File: config.mk
export PLATFORM = sky130hd
export DESIGN_NAME = isram_resp
export DESIGN_NICKNAME = d
export VERILOG_FILES = /design/src/rtl/isram_resp.sv
export SDC_FILE = /design/constraint.sdc
export NUM_CORES = 1
export LEC_CHECK = 0
export CORE_MARGIN = 2
export CORE_UTILIZATION = 38
export CTS_CLUSTER_DIAMETER = 30
export CTS_CLUSTER_SIZE = 28
export DETAILED_ROUTE_END_ITERATION = 16
export GPL_ROUTABILITY_DRIVEN = 0
export GPL_TIMING_DRIVEN = 0
export PLACE_DENSITY = 0.75
export SYNTH_ARGS = -nofsm -noshare
export SYNTH_HDL_FRONTEND = slang
export SYNTH_SLANG_ARGS = --single-unit
File: constraint.sdc
create_clock -name i_clk -period 2.5 [get_ports i_clk]
set_clock_uncertainty 0.1 [all_clocks]
set_input_delay 0.75 -clock i_clk [delete_from_list [all_inputs] [get_ports i_clk]]
set_output_delay 0.75 -clock i_clk [all_outputs]
set_load 0.1 [all_outputs]
File: src/rtl/isram_resp.sv
// Instruction-memory responder: accepts one fetch PC per valid/ready request and
// returns the instruction word after a programmable latency. Optional macro: ISRAM_RAND_DELAY_EN.
module isram_resp #(
    parameter int ADDR_W  = 32,
    parameter int DATA_W  = 32,
    parameter int LATENCY = 1
) (
    input  logic              i_clk,
    input  logic              i_rst,
    input  logic [ADDR_W-1:0] i_req_addr,
    input  logic              i_req_valid,
    output logic              o_req_ready,
    output logic [DATA_W-1:0] o_rsp_inst,
    output logic              o_rsp_err,
    output logic              o_rsp_valid,
    input  logic              i_rsp_ready,
    output logic              o_pmem_rd,
    output logic [ADDR_W-1:0] o_pmem_addr,
    input  logic [DATA_W-1:0] i_pmem_rdata
);

    localparam logic [DATA_W-1:0] INST_NOP = DATA_W'(32'h0000_0013);

    if ((LATENCY < 1) || (LATENCY > 15)) begin : g_latency_range
        $error("isram_resp: LATENCY must be within 1..15");
    end

    typedef enum logic [1:0] {
        S_IDLE = 2'd0,
        S_WAIT = 2'd1,
        S_RESP = 2'd2
    } state_t;

    state_t            r_state;
    logic [3:0]        r_cnt;
    logic [ADDR_W-1:0] r_addr;
    logic [DATA_W-1:0] r_rsp_inst;
    logic              r_rsp_err;
    logic              r_rsp_valid;
    logic              r_req_ready;

    logic              w_accept;
    logic              w_to_resp;
    logic              w_aligned;
    logic [ADDR_W-1:0] w_rd_addr;
    logic [3:0]        w_load_cnt;
    logic [DATA_W-1:0] w_rsp_inst_nxt;

    function automatic logic f_is_aligned(input logic [1:0] lsb);
        f_is_aligned = (lsb == 2'b00);
    endfunction

`ifdef ISRAM_RAND_DELAY_EN
    logic [7:0] r_lfsr;
    logic       w_lfsr_fb;

    // LFSR feedback for x^8+x^6+x^5+x^4+1
    always_comb begin
        w_lfsr_fb = r_lfsr[7] ^ r_lfsr[5] ^ r_lfsr[4] ^ r_lfsr[3];
    end

    // Free-running LFSR that picks each transaction's latency
    always_ff @(posedge i_clk) begin
        if (i_rst) begin
            r_lfsr <= 8'hA5;
        end else begin
            r_lfsr <= {r_lfsr[6:0], w_lfsr_fb};
        end
    end

    // Random latency of 1..4 cycles
    always_comb begin
        w_load_cnt = {2'b00, r_lfsr[1:0]};
    end
`else
    // Fixed latency load value
    always_comb begin
        w_load_cnt = 4'(LATENCY - 1);
    end
`endif

    // Handshake and read-address decode
    always_comb begin
        w_accept = (r_state == S_IDLE) && i_req_valid && r_req_ready;
        if (r_state == S_IDLE) begin
            w_rd_addr = i_req_addr;
        end else begin
            w_rd_addr = r_addr;
        end
        w_aligned = f_is_aligned(w_rd_addr[1:0]);
    end

    // Edge that moves the FSM into RESP is the only edge that samples memory
    always_comb begin
        w_to_resp = 1'b0;
        case (r_state)
            S_IDLE:  w_to_resp = w_accept && (w_load_cnt == 4'd0);
            S_WAIT:  w_to_resp = (r_cnt <= 4'd1);
            default: w_to_resp = 1'b0;
        endcase
    end

    // Memory read strobe and response word; misaligned fetches never touch memory
    always_comb begin
        o_pmem_rd   = w_to_resp && w_aligned && !i_rst;
        o_pmem_addr = w_rd_addr;
        if (w_aligned) begin
            w_rsp_inst_nxt = i_pmem_rdata;
        end else begin
            w_rsp_inst_nxt = INST_NOP;
        end
    end

    // Transaction FSM with registered response and handshake outputs
    always_ff @(posedge i_clk) begin
        if (i_rst) begin
            r_state     <= S_IDLE;
            r_cnt       <= 4'd0;
            r_addr      <= '0;
            r_rsp_inst  <= INST_NOP;
            r_rsp_err   <= 1'b0;
            r_rsp_valid <= 1'b0;
            r_req_ready <= 1'b1;
        end else begin
            case (r_state)
                S_IDLE: begin
                    if (w_accept) begin
                        r_addr      <= i_req_addr;
                        r_cnt       <= w_load_cnt;
                        r_req_ready <= 1'b0;
                        if (w_to_resp) begin
                            r_state     <= S_RESP;
                            r_rsp_valid <= 1'b1;
                            r_rsp_inst  <= w_rsp_inst_nxt;
                            r_rsp_err   <= !w_aligned;
                        end else begin
                            r_state <= S_WAIT;
                        end
                    end else begin
                        r_req_ready <= 1'b1;
                    end
                end
                S_WAIT: begin
                    r_cnt <= r_cnt - 4'd1;
                    if (w_to_resp) begin
                        r_state     <= S_RESP;
                        r_rsp_valid <= 1'b1;
                        r_rsp_inst  <= w_rsp_inst_nxt;
                        r_rsp_err   <= !w_aligned;
                    end else begin
                        r_state <= S_WAIT;
                    end
                end
                S_RESP: begin
                    // Response fields stay frozen under back-pressure
                    if (r_rsp_valid && i_rsp_ready) begin
                        r_state     <= S_IDLE;
                        r_rsp_valid <= 1'b0;
                        r_req_ready <= 1'b1;
                    end else begin
                        r_state <= S_RESP;
                    end
                end
                default: begin
                    r_state     <= S_IDLE;
                    r_rsp_valid <= 1'b0;
                    r_req_ready <= 1'b1;
                end
            endcase
        end
    end

    // Drive outputs straight from registers
    always_comb begin
        o_req_ready = r_req_ready;
        o_rsp_inst  = r_rsp_inst;
        o_rsp_err   = r_rsp_err;
        o_rsp_valid = r_rsp_valid;
    end

endmodule

==> impl_metrics.yaml <==
clock_tree:
  clk_path_buf_depth: 2
  cts_tree: "done"
  path_clk_slew_ns: 0.08
  cts_buffers: 9
  cts_sinks: 73
  root_buffer: "clkbuf_8"
  h-tree-depth: 3
  clk_latency_ns: 0.34
timing:
  setup_ws_ns: -0.365
  finalSetupTns_ns: -6.13
  slew_violations: 0
  finalCritPeriodShare_pct: 115
  slew_headroom_pct: 33.9
  hold_viol: 0
  worst_pin_slew_ns: 0.995
  rsz0062_at_grt: "yes"
  period_minus_slack_ns: 2.86
  max_freq_mhz: 349
  finalSetupViolations: 33
floorplanning:
  io_pins: 136
  rows: 33
  dieArea_um2: 8960
  initial_utilization_pct: 38.6
  fp.coreArea_um2: 8090
  chipWidth_um: 94.7
  dieHeight_um: 94.7
grt:
  grt_max_degree: 12
  grt_use_total_pct: 22.8
  antenna_found_initial: 0
  grt_overflow: 0
  grt_pass1_wl_um: 16100
  grt_pass1_vias: 3341
routing:
  routed_wl_um: 10200
  via_per_inst: 5.05
  wl_per_cell_um: 15.7
  wl_met3_um: 581
  drc: 0
  top_layer: "met4"
  ant_nets: 0
  met2_length_um: 5110
  met1_length_um: 4230
  via_count: 3275
  drtIter0Drc: 80
  firstDrtPassIters: 5
final_layout:
  seq_area_um2: 1480
  fin_util_pct: 68.2
  final_nets: 609
  multi_input_area_um2: 1660
  n_antenna_cell: 0
  synthToLayoutAreaGrowth_pct: 76.7
  drive_gt1_share_pct: 25.0
  fillerInstances: 650
  stdcell_area_um2: 5520
logic_synthesis:
  yosys-top-cells-area: "dfxtp_1 47%, mux2_2 12%, nand2_1 11%"
  ys_ff_latch: 73
  synth_warnings: 0
  syn_nets: 441
  syn_area_per_cell_um2: 8.42
  syn_area_um2: 3120
  yosys.cell_types.count: 31
  synth_top_area_share_pct: 46.8
  yosysSeqAreaShare_pct: 46.8
  synth_top_cell_by_area: "dfxtp_1"
  synth_cells: 371
placement:
  dp_slack_ns: -1.82
  placed_area_um2: 4620
  portBuffers: 134
  dp.final_hpwl_um: 6350
critical_path:
  cp_max_fo: 3
  critical-path-top-delay-family: "simple AND/OR/NAND/NOR gates"
  crit_required_ns: 1.65
  crit_top_cell: "buf_6"
  worst_path_max_delay_cell: "or4bb_4"
  crit_end: "o_pmem_rd"
  critPathKind: "in2out"
  reg2reg_from: "r_cnt[1]$_SDFFE_PP0P_"
  cp-start-kind: "input port"
  critical_path_arrival_ns: 2.01
  r2r_slack_ns: 0.42
  worst-path-buf-inv: 2
  end_kind: "output pin"
  crit_chain: "buf_6 -> or4bb_4 -> o41a_1 -> nor4b_4 -> buf_6"
  critPathMaxStageDelay_ns: 0.46
  r2r-end: "o_rsp_inst[20]$_SDFFE_PP0P_"
  crit_path_start: "i_req_valid"
  rr_worst_depth: 9
  worst-path-stages: 5
power:
  irDropWorstVdd_mv: 0.385
  p_total_mw: 3.68
  p_per_area_nw_per_um2: 667
  p_leak_nw: 2.36
run:
  cap_violations: 0
min_path:
  worst_hold_path_type: "reg2reg"
status:
  violations: "setup timing"
  status: "finished, violations left"
==> cell usage after synthesis <==
library cell   n
ha_1           2
mux2_2        32
buf_2          7
nor4_1         1
o21bai_1       1
or2_2          1
a31oi_1        3
xor2_1         1
inv_1          2
nor2b_1        1
o41a_1         1
clkbuf_1      19
and3_1         1
nor2_1        12
nand2b_4       1
a22oi_1        1
nor3_1         6
or4bb_1        1
dfxtp_1       73
nand3b_1       1
o41ai_4        1
nand2b_1       1
nor4b_1        1
o21ai_0        1
buf_6          5
a21oi_1       67
nand2_1       95
nand3_1       29
a211oi_1       2
o31ai_2        1
or4_1          1
==> layout make-up <==
class | count | share of cell area [%]
timing repair buffer | 161 | 34.9
multi-input combinational | 265 | 30.0
sequential | 73 | 26.7
buffer | 27 | 2.90
clock buffer | 12 | 2.63
tap | 105 | 2.38
clock inverter | 3 | 0.295
inverter | 2 | 0.136
==> per-layer routing <==
layer,vias to the layer above,track usage [%]
li1,1601,-
met1,1549,26.8
met2,106,40.5
met3,19,4.79
met4,0,9.18
met5,-,0
==> flip-flops by register name (all words and copies together) (netlist names) <==
register     cells
r_addr          32
o_rsp_inst      32
r_cnt            4
o_req_ready      1
o_rsp_err        1
r_state          2
o_rsp_valid      1
==> power breakdown <==
part / internal, mW / total (mW) / leakage [nW] / switching, mW
logic: 0.608 / 1.60 / 1.67 / 0.993
clock network: 0.381 / 0.810 / 0.0865 / 0.430
registers: 1.23 / 1.27 / 0.598 / 0.0404
total: 2.22 / 3.68 / 2.36 / 1.46
==> placed cells by master (no fill, tap or decap), types with 2 or more instances in the layout <==
cell type         n
nand2_1          95
dfxtp_1          68
a21oi_1          67
clkdlybuf4s50_1  62
dlygate4sd2_1    35
buf_12           32
mux2_4           30
nand3_1          29
clkbuf_1         18
buf_6            16
buf_4            11
nor2_1           10
clkbuf_8         10
buf_2             6
nor3_1            6
buf_8             4
clkbuf_16         3
a31oi_1           3
dfxtp_4           3
inv_2             2
mux2_2            2
a211oi_1          2
clkinv_2          2
dfxtp_2           2
==> logic make-up (layout without fill, tap and decap cells) <==
kind of cell / Yosys count / after routing / synth area share [%]
simple gates: 152 / 152 / 21.0
compound gates: 78 / 78 / 14.1
flops: 73 / 73 / 46.8
buf+inv: 33 / 205 / 5.45
mux: 32 / 32 / 11.5
fa+ha+maj: 2 / 2 / 0.801
xor+xnor: 1 / 1 / 0.280
==> timing repair <==
action | in CTS | in global routing
setup buffers | 21 | 5
hold endpoints to repair | 0 | 0
cloned | 3 | 0
setup endpoints to repair | 68 | 35
gates resized for setup | 383 | 30
hold buffers | 0 | 0
pin swaps | 3 | 5
==> through the flow <==
step	hold slack (ns)	instances
2_1_floorplan	0.334	371
3_3_place_gp	0.338	610
3_5_place_dp	0.345	610
4_1_cts	0.352	649
5_1_grt	0.371	648
6_report	0.350	648
==> how the worst min path moves through the flow <==
stage	startpoint	slack (ns)	end	depth (start not counted)
after floorplan	r_addr[10]$_SDFFE_PP0P_	0.33	r_addr[10]$_SDFFE_PP0P_	2
after global routing	o_rsp_inst[15]$_SDFFE_PP0P_	0.37	o_rsp_inst[15]$_SDFFE_PP0P_	2
final	o_rsp_inst[15]$_SDFFE_PP0P_	0.35	o_rsp_inst[15]$_SDFFE_PP0P_	2
after CTS	o_rsp_err$_SDFFE_PP0P_	0.35	o_rsp_err$_SDFFE_PP0P_	2
after detailed placement	o_rsp_err$_SDFFE_PP0P_	0.34	o_rsp_err$_SDFFE_PP0P_	2
after global placement	o_rsp_inst[3]$_SDFFE_PP0P_	0.34	o_rsp_inst[3]$_SDFFE_PP0P_	2
==> worst reg2reg max path: stages (launching register included) <==
cell	delay (ns)
dfxtp_2	0.35
inv_2	0.06
ha_1	0.19
nor2_2	0.22
o41a_1	0.25
buf_4	0.13
buf_4	0.11
clkbuf_1	0.36
nand2_1	0.10
a21oi_1	0.15
No activity file was read; power rests on OpenSTA's default activity.
